===== config.mk =====
export PLATFORM = sky130hd
export DESIGN_NAME = rgb2ycrcb_pipe
export DESIGN_NICKNAME = d
export VERILOG_FILES = /design/src/rtl/rgb2ycrcb_pipe.sv
export SDC_FILE = /design/constraint.sdc
export NUM_CORES = 1
export LEC_CHECK = 0
export ABC_AREA = 1
export BUFFER_PORTS_ARGS = -buffer_cell sky130_fd_sc_hd__clkbuf_2
export CAP_MARGIN = 20
export CORE_MARGIN = 2
export CORE_UTILIZATION = 69
export DETAILED_ROUTE_END_ITERATION = 6
export HOLD_SLACK_MARGIN = 0.05
export PLACE_DENSITY_LB_ADDON = 0.12
export SLEW_MARGIN = 5
export SYNTH_ARGS = -nofsm -noshare
export SYNTH_HDL_FRONTEND = slang
export SYNTH_SLANG_ARGS = --single-unit

===== constraint.sdc =====
create_clock -name clk -period 10.27 [get_ports clk]
set_input_delay 2.054 -clock clk [delete_from_list [all_inputs] [get_ports clk]]
set_output_delay 2.054 -clock clk [all_outputs]
set_load 0.02 [all_outputs]

===== src/rtl/rgb2ycrcb_pipe.sv =====
// Three-stage pipelined RGB -> YCrCb converter with valid/ready handshake,
// line-last sideband and runtime-selectable cosited 4:2:2 chroma decimation.
module rgb2ycrcb_pipe #(
    parameter int DATA_W = 8,
    parameter int FRAC_W = 10,
    parameter int COEF_W = 11,
    parameter int K_R    = 306,
    parameter int K_G    = 601,
    parameter int K_B    = 117,
    parameter int K_CR   = 730,
    parameter int K_CB   = 578
) (
    input  logic                  clk,
    input  logic                  rst,
    input  logic                  in_valid,
    output logic                  in_ready,
    input  logic [3*DATA_W-1:0]   in_rgb,
    input  logic                  in_last,
    input  logic                  mode_422,
    output logic                  out_valid,
    input  logic                  out_ready,
    output logic [3*DATA_W-1:0]   out_ycc,
    output logic                  out_last
);

    localparam int PROD_W = DATA_W + COEF_W;
    localparam int YSUM_W = DATA_W + COEF_W + 2;
    localparam int D_W    = DATA_W + 1;
    localparam int C_W    = DATA_W + COEF_W + 3;

    localparam logic [DATA_W-1:0]     MAX_V = '1;
    localparam logic signed [C_W-1:0] KCR_S = C_W'(K_CR);
    localparam logic signed [C_W-1:0] KCB_S = C_W'(K_CB);
    localparam logic signed [C_W-1:0] C_OFS = C_W'(2 ** (DATA_W - 1)) << FRAC_W;

    // Chroma: negative clamps to zero, otherwise truncate and saturate high.
    function automatic logic [DATA_W-1:0] csat(input logic signed [C_W-1:0] c);
        logic [C_W-1:0] sh;
        sh = $unsigned(c) >> FRAC_W;
        if (c < 0)                    return '0;
        else if (sh > C_W'(MAX_V))    return MAX_V;
        else                          return sh[DATA_W-1:0];
    endfunction

    logic                     v1_q, v1_d, last1_q, last1_d, m1_q, m1_d;
    logic [PROD_W-1:0]        pr_q, pr_d, pg_q, pg_d, pb_q, pb_d;
    logic [DATA_W-1:0]        r1_q, r1_d, b1_q, b1_d;
    logic                     v2_q, v2_d, last2_q, last2_d, m2_q, m2_d;
    logic [DATA_W-1:0]        y2_q, y2_d;
    logic signed [D_W-1:0]    dr2_q, dr2_d, db2_q, db2_d;
    logic                     v3_q, v3_d, last3_q, last3_d, m3_q, m3_d;
    logic [DATA_W-1:0]        y3_q, y3_d, cr3_q, cr3_d, cb3_q, cb3_d;
    logic                     phase_q, phase_d;
    logic [DATA_W-1:0]        crl_q, crl_d;

    logic                     en, out_xfer;
    logic [DATA_W-1:0]        r_in, g_in, b_in, y_sat, chroma;
    logic [YSUM_W-1:0]        ysum, yshift;
    logic signed [D_W-1:0]    dr, db;
    logic signed [C_W-1:0]    cr_c, cb_c;

    always_comb begin
        v1_d = v1_q; last1_d = last1_q; m1_d = m1_q;
        pr_d = pr_q; pg_d = pg_q; pb_d = pb_q; r1_d = r1_q; b1_d = b1_q;
        v2_d = v2_q; last2_d = last2_q; m2_d = m2_q;
        y2_d = y2_q; dr2_d = dr2_q; db2_d = db2_q;
        v3_d = v3_q; last3_d = last3_q; m3_d = m3_q;
        y3_d = y3_q; cr3_d = cr3_q; cb3_d = cb3_q;
        phase_d = phase_q; crl_d = crl_q;

        r_in = in_rgb[3*DATA_W-1 -: DATA_W];
        g_in = in_rgb[2*DATA_W-1 -: DATA_W];
        b_in = in_rgb[DATA_W-1:0];

        en       = !v3_q || out_ready;
        out_xfer = v3_q && out_ready;

        ysum   = YSUM_W'(pr_q) + YSUM_W'(pg_q) + YSUM_W'(pb_q);
        yshift = ysum >> FRAC_W;
        y_sat  = (yshift > YSUM_W'(MAX_V)) ? MAX_V : yshift[DATA_W-1:0];
        dr     = $signed({1'b0, r1_q}) - $signed({1'b0, y_sat});
        db     = $signed({1'b0, b1_q}) - $signed({1'b0, y_sat});

        cr_c = C_W'(dr2_q) * KCR_S + C_OFS;
        cb_c = C_W'(db2_q) * KCB_S + C_OFS;

        if (en) begin
            v1_d    = in_valid;
            last1_d = in_last;
            m1_d    = mode_422;
            pr_d    = PROD_W'(K_R) * PROD_W'(r_in);
            pg_d    = PROD_W'(K_G) * PROD_W'(g_in);
            pb_d    = PROD_W'(K_B) * PROD_W'(b_in);
            r1_d    = r_in;
            b1_d    = b_in;

            v2_d    = v1_q;
            last2_d = last1_q;
            m2_d    = m1_q;
            y2_d    = y_sat;
            dr2_d   = dr;
            db2_d   = db;

            v3_d    = v2_q;
            last3_d = last2_q;
            m3_d    = m2_q;
            y3_d    = y2_q;
            cr3_d   = csat(cr_c);
            cb3_d   = csat(cb_c);
        end

        // Phase advances only on 4:2:2 beats; line end or a 4:4:4 beat restarts it.
        if (out_xfer) begin
            phase_d = m3_q && !last3_q && !phase_q;
            if (m3_q && !phase_q)
                crl_d = cr3_q;
        end

        chroma    = phase_q ? crl_q : cb3_q;
        in_ready  = en;
        out_valid = v3_q;
        out_last  = last3_q;
        out_ycc   = m3_q ? {y3_q, chroma, {DATA_W{1'b0}}} : {y3_q, cr3_q, cb3_q};
    end

    always_ff @(posedge clk or posedge rst) begin
        if (rst) begin
            v1_q <= 1'b0; last1_q <= 1'b0; m1_q <= 1'b0;
            pr_q <= '0; pg_q <= '0; pb_q <= '0; r1_q <= '0; b1_q <= '0;
            v2_q <= 1'b0; last2_q <= 1'b0; m2_q <= 1'b0;
            y2_q <= '0; dr2_q <= '0; db2_q <= '0;
            v3_q <= 1'b0; last3_q <= 1'b0; m3_q <= 1'b0;
            y3_q <= '0; cr3_q <= '0; cb3_q <= '0;
            phase_q <= 1'b0; crl_q <= '0;
        end else begin
            v1_q <= v1_d; last1_q <= last1_d; m1_q <= m1_d;
            pr_q <= pr_d; pg_q <= pg_d; pb_q <= pb_d; r1_q <= r1_d; b1_q <= b1_d;
            v2_q <= v2_d; last2_q <= last2_d; m2_q <= m2_d;
            y2_q <= y2_d; dr2_q <= dr2_d; db2_q <= db2_d;
            v3_q <= v3_d; last3_q <= last3_d; m3_q <= m3_d;
            y3_q <= y3_d; cr3_q <= cr3_d; cb3_q <= cb3_d;
            phase_q <= phase_d; crl_q <= crl_d;
        end
    end

endmodule


==> flow_summary.ini, run 1 <==
[outcome]
status = finished, final reports clean

[final_layout]
nNetsFinal = 2023
fillers = 1398
layout-drive-gt1-share_pct = 7.24
diodes = 0
postLayoutCoreUtil_pct = 75.7
areaGrowthSynthToFinish_pct = 8.43

[detailed_routing]
wirelength_mm = 28.3
wl_per_cell_microns = 14.8
first_iter_violations = 523
dr.pass1.iters = 5
postRouteAntennaNets = 0
via_per_inst = 5.58
route.detailed.drc = 0
vias = 10700

[synthesis]
synth_nets = 1971
yosysWarnings = 0
synthFlopType = dfrtp_1
ys_ff_latch = 128
ys_async_sr_fraction_pct = 100
syn_area_sq_mm = 0.0130
netlist_instances = 1621
synth_cell_types = 42
synth_edf_count = 0
syn_area_per_cell_sq_um = 8.00
yosysSeqAreaShare_pct = 24.7

[clocking]
clock_sinks = 128
insertion_delay_ns = 0.43
clock-root-buffer = clkbuf_16
cts_resized = 0
clk_pin_slew_worst_paths_ns = 0.06
numCtsBuffers = 17
htreeDepth = 4
cts_buffer_depth = 2
cts_tree = built
postCtsSetupBuffers = 0
holdBufCountCts = 0

[die]
die_y_microns = 141
dieArea_sq_mm = 0.0199
initial_utilization_pct = 69.8
die_width_microns = 141
num_io_pins = 57
std_cell_rows = 50
coreArea_sq_mm = 0.0186

[setup_path]
startpoint = in_rgb[14]
worstSetupEndpointType = flip-flop
cp.arrival_ns = 5.42
crit_path_end = pg_q[15]$_DFFE_PP0P_
r2r_slack_ns = 5.54
worst-setup-path-type = input pin to flip-flop
startpoint_type = input pin
reg2reg_depth = 20
rr_endpoint = cr3_q[4]$_DFFE_PP0P_
critPathRequiredTime_ns = 10.59
cp_max_fo = 5
r2r_start = dr2_q[8]$_DFFE_PP0P_

[sta]
fin_setup_tns_ns = 0
hold_viol_final = 0
maxSlewHeadroom_pct = 44.6
fin_crit_sh_pct = 49.7
tightest_slew_ns = 0.832
clock_skew_ns = 0.00821
rsz0062_at_grt = no
min_period_ns = 5.10
whs_ns = 0.475
fmax_ghz = 0.196
finalSetupViolations = 0
drv_slew = 0

[global_route]
track_usage_pct = 30.6
grt_overflow = 0
grt_pass1_vias = 10600
grt_pass1_wl_mm = 49.1
grt_max_degree = 113
antenna_found_initial = 0

[flow_run]
cap_violations = 0

[placement]
dp_hpwl_mm = 22.8
port-buffer-count = 56
gp_congestion = 0.911

[worst_hold_path]
hp-class = flip-flop to flip-flop
cells by family after synthesis:
kind of cell	share of synthesized area [%]
simple gates	19.7
fa+ha+maj	35.3
buf+inv	8.60
compound gates	10.0
flops	24.7
xor+xnor	1.69
sequential cells by signal (all words and copies together), names as in the netlist, 9 cells and up:
| signal | count |
|---|---|
| pr_q | 13 |
| db2_q | 9 |
| dr2_q | 9 |
| pg_q | 18 |
| pb_q | 13 |
critical path, cell delays in order:
cell      delay (ns)
clkbuf_2        0.14
ha_1            0.32
inv_1           0.09
fa_1            0.46
fa_1            0.53
inv_1           0.06
fa_1            0.49
ha_1            0.38
nand2_1         0.08
nor2_1          0.16
nand2_1         0.09
nand2_1         0.09
a21oi_1         0.08
or2_2           0.27
nand3_1         0.06
nand2_1         0.05
worst min path at each step:
stage	cells after the start	slack (ns)	startpoint	endpoint
finish	2	0.48	y2_q[4]$_DFFE_PP0P_	y3_q[4]$_DFFE_PP0P_
floorplan	1	0.44	v2_q$_DFFE_PP0P_	out_valid$_DFFE_PP0P_
global route	2	0.51	cb3_q[5]$_DFFE_PP0P_	cb3_q[5]$_DFFE_PP0P_
global placement	1	0.45	v2_q$_DFFE_PP0P_	out_valid$_DFFE_PP0P_
detailed placement	2	0.46	y2_q[5]$_DFFE_PP0P_	y3_q[5]$_DFFE_PP0P_
CTS	2	0.48	y2_q[5]$_DFFE_PP0P_	y3_q[5]$_DFFE_PP0P_
placed cells by master, fill, tap and decap left out, drive strengths merged, types with 2 or more instances in the layout:
cell,netlist,final
o21ai,110,110
clkinv,2,4
o21bai,6,6
o211ai,4,4
clkinvlp,0,4
dfrtp,128,128
nand4,16,16
a31o,2,2
and2,3,3
nor2,83,83
ha,244,244
o22ai,2,2
xnor2,16,16
a31oi,20,20
nor3,5,5
o21a,3,3
nand3b,6,6
o221ai,2,2
a21oi,79,79
clkbuf,19,75
nand3,63,63
buf,9,5
inv,264,270
or2,11,11
xor2,9,9
a21o,4,4
nand2,429,429
fa,76,76
through the flow:
step | instance area (sq um) | instances | worst slack [ns]
floorplan | 13000 | 1621 | 4.80
global placement | 13500 | 1887 | 4.87
detailed placement | 13500 | 1887 | 4.76
CTS | 14000 | 1919 | 5.20
global route | 14100 | 1920 | 4.90
finish | 14100 | 1920 | 5.17
cell type report:
| class | instances | area [sq um] | area share, % |
|---|---|---|---|
| tap | 234 | 293 | 2.08 |
| timing repair buffer | 61 | 338 | 2.40 |
| inverter | 266 | 1000 | 7.12 |
| sequential | 128 | 3200 | 22.8 |
| clock inverter | 13 | 129 | 0.917 |
| clock buffer | 19 | 443 | 3.15 |
| multi-input combinational | 1199 | 8650 | 61.5 |
metal layers:
layer	vias up	GRT usage, %	routed length, microns
met3	62	4.72	1100
met5	-	0	0
met1	5047	39.8	12500
li1	5346	-	-
met4	0	10.9	918
met2	253	52.3	13800
synthesized netlist by cell type, drive strengths merged, types with 4 or more instances:
cell	instances	area, sq um
or2	11	68.8
clkbuf	19	71.3
nand3	63	320
inv	264	991
nor2	83	327
dfrtp	128	3200
o21ai	110	551
xnor2	16	140
nand3b	6	45.0
a21oi	79	418
fa	76	1520
a31oi	20	125
xor2	9	78.8
nand4	16	100
nand2	429	1630
buf	9	45.0
a21o	4	30.0
nor3	5	30.0
o211ai	4	30.0
o21bai	6	45.0
ha	244	3050
Power of run 1 is left out: the tool's default activity adds up to more than one toggle a clock period on the data nets, which glitch-free logic cannot reach.
==> inputs of run 2 (changes only) <==
--- a/config.mk
+++ b/config.mk
@@ -9,7 +9,7 @@
 export BUFFER_PORTS_ARGS = -buffer_cell sky130_fd_sc_hd__clkbuf_2
 export CAP_MARGIN = 20
 export CORE_MARGIN = 2
-export CORE_UTILIZATION = 69
+export CORE_UTILIZATION = 64
 export DETAILED_ROUTE_END_ITERATION = 6
 export HOLD_SLACK_MARGIN = 0.05
 export PLACE_DENSITY_LB_ADDON = 0.12
==> constraint.sdc (replaced) <==
create_clock -name clk -period 5.1 [get_ports clk]
set_input_delay 1.02 -clock clk [delete_from_list [all_inputs] [get_ports clk]]
set_output_delay 1.02 -clock clk [all_outputs]
set_load 0.02 [all_outputs]
==> run 2 against run 1 <==
Against the previous run: non-clock buffer count shrank 1; hold slack got worse by 0.015 ns; clock-buffer cell count unchanged; worst setup slack worse by 4.7 ns; cell area grew 0.61%.
==> flow_summary.ini, run 2 (synthesis results as in run 1) <==
[final_layout]
layout-drive-gt1-share_pct = 7.13
areaGrowthSynthToFinish_pct = 9.09
largest_register_ffs = 18
diodes = 0
layout_common_cells = 423 x nand2_1, 261 x inv_1, 244 x ha_1
reg_top3 = pg_q: 18 flops, pb_q: 13 flops, pr_q: 13 flops
layout_commonest_cell = nand2_1
largest_register = pg_q
nNetsFinal = 2022

[setup_path]
rr_endpoint = cr3_q[1]$_DFFE_PP0P_
cp.buffers_inverters = 3
critical_path.top_delay_family = adder cells
path_depth = 20
worstSetupEndpointType = flip-flop
critPathRequiredTime_ns = 5.41
worst-setup-path-type = flip-flop to flip-flop
r2r_slack_ns = 0.46
cp.arrival_ns = 4.94
crit_chain = inv_1, fa_1, inv_1, fa_1, fa_1, fa_1, ha_1, ha_1, nand2_1, inv_2, nand2_1, nand2_1, a21oi_1, nand3_1, nand2_1, nand2_1, nand2_1, nand3_1, nand2_1, nand2_1
cp_max_fo = 7
startpoint = dr2_q[7]$_DFFE_PP0P_
cpPeakStageDelay_ns = 0.52
reg2reg_depth = 20
crit_path_end = cr3_q[1]$_DFFE_PP0P_
startpoint_type = flip-flop
cpMaxStageDelayCell = fa_1
r2r_start = dr2_q[7]$_DFFE_PP0P_
crit_top_cell = nand2_1

[die]
die_width_microns = 146
coreArea_sq_mm = 0.0200
initial_utilization_pct = 64.7
dieArea_sq_mm = 0.0214
num_io_pins = 57
std_cell_rows = 52
die_y_microns = 146

[global_route]
track_usage_pct = 28.4
grt_overflow = 0
antenna_found_initial = 0
grt_pass1_wl_mm = 49.8
grt_pass1_vias = 10600
grt_max_degree = 98

[clocking]
numCtsBuffers = 17
cts_tree = built
cts_resized = 0
holdBufCountCts = 0
clk_pin_slew_worst_paths_ns = 0.06
insertion_delay_ns = 0.42
clock_sinks = 128
htreeDepth = 4
cts_buffer_depth = 2
clock-root-buffer = clkbuf_16
postCtsSetupBuffers = 0

[detailed_routing]
wl_per_cell_microns = 14.4
via_per_inst = 5.37
vias = 10500
wirelength_mm = 28.2
first_iter_violations = 553
dr.pass1.iters = 7
postRouteAntennaNets = 0
route.detailed.drc = 0

[outcome]
status = finished, final reports clean

[sta]
drv_slew = 0
clock_skew_ns = 0.00811
maxSlewHeadroom_pct = 37.1
tightest_slew_ns = 0.943
finalSetupViolations = 0
fin_setup_tns_ns = 0
hold_viol_final = 0
fmax_ghz = 0.216
rsz0062_at_grt = no
fin_crit_sh_pct = 90.9
min_period_ns = 4.64

[placement]
port-buffer-count = 56
dp_hpwl_mm = 22.3
gp_congestion = 0.898

[worst_hold_path]
hp-class = flip-flop to flip-flop

[flow_run]
cap_violations = 0
run 2: cell count changes in the layout (fill, tap and decap cells not counted):
cell and delta:
buf_12 +1, buf_16 -1, buf_4 -1, bufinv_16 +3, clkinv_2 +1, clkinv_4 +1, clkinvlp_4 -1, inv_2 -1
inv_6 -3, inv_8 -1
run 2: worst reg2reg max path, delay by kind of cell, from the launching register on:
family	cells	cell delay (ns)
buffers and inverters	3	0.30
AO/OA/AOI/OAI	1	0.21
AND/OR/NAND/NOR	10	0.91
adder cells (fa/ha/maj)	6	2.60
flip-flops	1	0.51
run 2: how the worst min path moves through the flow:
stage | startpoint | end | cells past startpoint
final | y2_q[0]$_DFFE_PP0P_ | y3_q[0]$_DFFE_PP0P_ | 2
after floorplan | v2_q$_DFFE_PP0P_ | out_valid$_DFFE_PP0P_ | 1
after global routing | y2_q[0]$_DFFE_PP0P_ | y3_q[0]$_DFFE_PP0P_ | 2
after detailed placement | y2_q[0]$_DFFE_PP0P_ | y3_q[0]$_DFFE_PP0P_ | 2
after global placement | v2_q$_DFFE_PP0P_ | out_valid$_DFFE_PP0P_ | 1
after CTS | y2_q[0]$_DFFE_PP0P_ | y3_q[0]$_DFFE_PP0P_ | 2
run 2: metal layers:
metal | track usage (%) | up-vias | routed length, microns
li1 | - | 5343 | -
met1 | 37.0 | 4886 | 12600
met2 | 49.1 | 216 | 13700
met3 | 3.31 | 53 | 960
met4 | 10.5 | 0 | 921
met5 | 0 | - | 0
run 2: final cells by class:
type	instances	area, sq um
multi-input cells	1199	8650
inverters	266	1000
clock buffers	19	443
flip-flops and latches	128	3200
well taps	270	338
fillers	1692	5900
clock inverters	12	183
repair buffers	60	323
run 2: through the flow:
| step | utilization [%] | std cells | setup slack, ns | hold slack (ns) | instance area [sq um] |
|---|---|---|---|---|---|
| floorplan | - | 1621 | 0.667 | 0.440 | 13000 |
| global placement | 67.5 | 1923 | 0.668 | 0.449 | 13500 |
| detailed placement | 67.5 | 1923 | 0.528 | 0.454 | 13500 |
| CTS | 70.6 | 1954 | 0.481 | 0.464 | 14100 |
| global route | 70.6 | 1954 | 0.0826 | 0.495 | 14100 |
| finish | 70.6 | 1954 | 0.464 | 0.460 | 14100 |
Power of run 2 is left out for the same reason.
==> inputs of run 3 (changes only) <==
--- a/config.mk
+++ b/config.mk
@@ -9,7 +9,8 @@
 export BUFFER_PORTS_ARGS = -buffer_cell sky130_fd_sc_hd__clkbuf_2
 export CAP_MARGIN = 20
 export CORE_MARGIN = 2
-export CORE_UTILIZATION = 64
+export CORE_UTILIZATION = 65
+export CTS_BUF_LIST = sky130_fd_sc_hd__clkbuf_8
 export DETAILED_ROUTE_END_ITERATION = 6
 export HOLD_SLACK_MARGIN = 0.05
 export PLACE_DENSITY_LB_ADDON = 0.12
==> run 3 against run 2 <==
Against the previous run: critical path depth unchanged; cell count shrank 0.20%; register-to-register slack got worse by 0.03 ns; sequential share of layout area rose by 0.21 points; cell area decreased by 0.93%; via count decreased by 0.40%; flip-flop and latch count did not move; maximum frequency decreased by 0.55%; critical path type unchanged; largest cell class unchanged; highest routed layer unchanged.
==> flow_summary.ini, run 3 (synthesis results as in run 1) <==
[setup_path]
cpMaxStageDelayCell = fa_1
critPathRequiredTime_ns = 5.45
critical_path.top_delay_family = adder cells
startpoint = dr2_q[8]$_DFFE_PP0P_
crit_path_end = cr3_q[6]$_DFFE_PP0P_
r2r_start = dr2_q[8]$_DFFE_PP0P_
cp_max_fo = 7
cpPeakStageDelay_ns = 0.52
crit_chain = inv_1, fa_1, inv_1, fa_1, fa_1, fa_1, ha_1, ha_1, nand2_1, inv_2, nand2_1, nand2_1, a21oi_1, nand3_1, nand2_1, nand2_1, nand2_1, nand3_1, nand2_1, nand2_1
path_depth = 20
startpoint_type = flip-flop
crit_top_cell = nand2_1
cp.buffers_inverters = 3
rr_endpoint = cr3_q[6]$_DFFE_PP0P_
cp.arrival_ns = 5.01
worstSetupEndpointType = flip-flop
r2r_slack_ns = 0.44
worst-setup-path-type = flip-flop to flip-flop
reg2reg_depth = 20

[die]
std_cell_rows = 51
num_io_pins = 57
die_y_microns = 145
coreArea_sq_mm = 0.0195
dieArea_sq_mm = 0.0211
die_width_microns = 145
initial_utilization_pct = 66.4

[placement]
gp_congestion = 0.940
dpl.cell_count = 1918
dp_hpwl_mm = 21.9
port-buffer-count = 56

[clocking]
clk_pin_slew_worst_paths_ns = 0.08
cts_buffer_depth = 2
clock_sinks = 128
htreeDepth = 4
clock-root-buffer = clkbuf_8
holdBufCountCts = 0
postCtsSetupBuffers = 0
numCtsBuffers = 17
cts_resized = 0
insertion_delay_ns = 0.45
cts_tree = built

[final_layout]
multi_input_area_sq_mm = 0.00865
largest_register_ffs = 18
largest_register = pg_q
layout_common_cells = 423 x nand2_1, 261 x inv_1, 244 x ha_1
areaGrowthSynthToFinish_pct = 8.08
reg_top3 = pg_q: 18 flops, pb_q: 13 flops, pr_q: 13 flops
fin_cells = 1950
diodes = 0
fillers = 1609
layout-drive-gt1-share_pct = 7.24
nNetsFinal = 2022
layout_commonest_cell = nand2_1
ff_latch_area_sq_mm = 0.00320

[detailed_routing]
wl_met3_microns = 835
postRouteAntennaNets = 0
highest_layer = met4
route.detailed.drc = 0
wl_per_cell_microns = 13.9
dr.pass1.iters = 5
wirelength_mm = 27.1
wl_met1_mm = 12.5
dr_wl_met2_mm = 13.2
via_per_inst = 5.36
first_iter_violations = 572
vias = 10500

[global_route]
grt_max_degree = 129
grt_pass1_vias = 10500
grt_pass1_wl_mm = 47.9
grt_overflow = 0
antenna_found_initial = 0
track_usage_pct = 27.4

[sta]
fmax_ghz = 0.215
drv_slew = 0
fin_setup_tns_ns = 0
hold_viol_final = 0
min_period_ns = 4.66
finalSetupViolations = 0
fin_crit_sh_pct = 91.4
rsz0062_at_grt = no
clock_skew_ns = 0.0109
tightest_slew_ns = 0.973
maxSlewHeadroom_pct = 35.1

[outcome]
status = finished, final reports clean

[worst_hold_path]
hp-class = flip-flop to flip-flop
worstHoldPathCells = 2

[flow_run]
cap_violations = 0
run 3: changes by cell type in the layout (fill, tap and decap cells not counted):
cell / previous run / this run
clkinv_2: 2 / 1
clkbuf_8: 1 / 18
clkinvlp_4: 3 / 0
clkinv_4: 2 / 5
inv_8: 0 / 1
clkbuf_16: 17 / 0
bufinv_16: 4 / 6
clkbuf_1: 1 / 0
run 3: through the flow:
step,instance area [sq um],worst slack [ns],hold slack (ns),util (%)
3_3_place_gp,13500,0.670,0.450,69.2
2_1_floorplan,13000,0.667,0.440,-
3_5_place_dp,13500,0.485,0.461,69.2
6_report,14000,0.438,0.472,71.8
5_1_grt,14000,0.0814,0.498,71.8
4_1_cts,14000,0.469,0.479,71.8
run 3: how the worst min path moves through the flow:
stage | from | endpoint | slack, ns
finish | y2_q[4]$_DFFE_PP0P_ | y3_q[4]$_DFFE_PP0P_ | 0.47
global route | y2_q[4]$_DFFE_PP0P_ | y3_q[4]$_DFFE_PP0P_ | 0.50
CTS | y2_q[4]$_DFFE_PP0P_ | y3_q[4]$_DFFE_PP0P_ | 0.48
detailed placement | y2_q[4]$_DFFE_PP0P_ | y3_q[4]$_DFFE_PP0P_ | 0.46
global placement | v2_q$_DFFE_PP0P_ | out_valid$_DFFE_PP0P_ | 0.45
floorplan | v2_q$_DFFE_PP0P_ | out_valid$_DFFE_PP0P_ | 0.44
run 3: layer usage:
layer  global-route usage (%)  vias to the layer above
met5                        0                        -
met4                     8.38                        0
met3                     3.55                       47
met2                     47.5                      192
met1                     36.0                     4873
li1                         -                     5344
run 3: layout make-up:
cell class	count	area share (%)
sequential	128	22.9
multi-input combinational	1199	61.7
clock buffer	18	1.77
clock inverter	14	1.80
tap	265	2.37
inverter	266	7.15
timing repair buffer	60	2.30
run 3: tightest hold or removal path: stages (launching register included):
cell and delay (ns):
dfrtp_1 0.35, nand2_1 0.05, nand2_1 0.04
Power of run 3 is left out for the same reason.
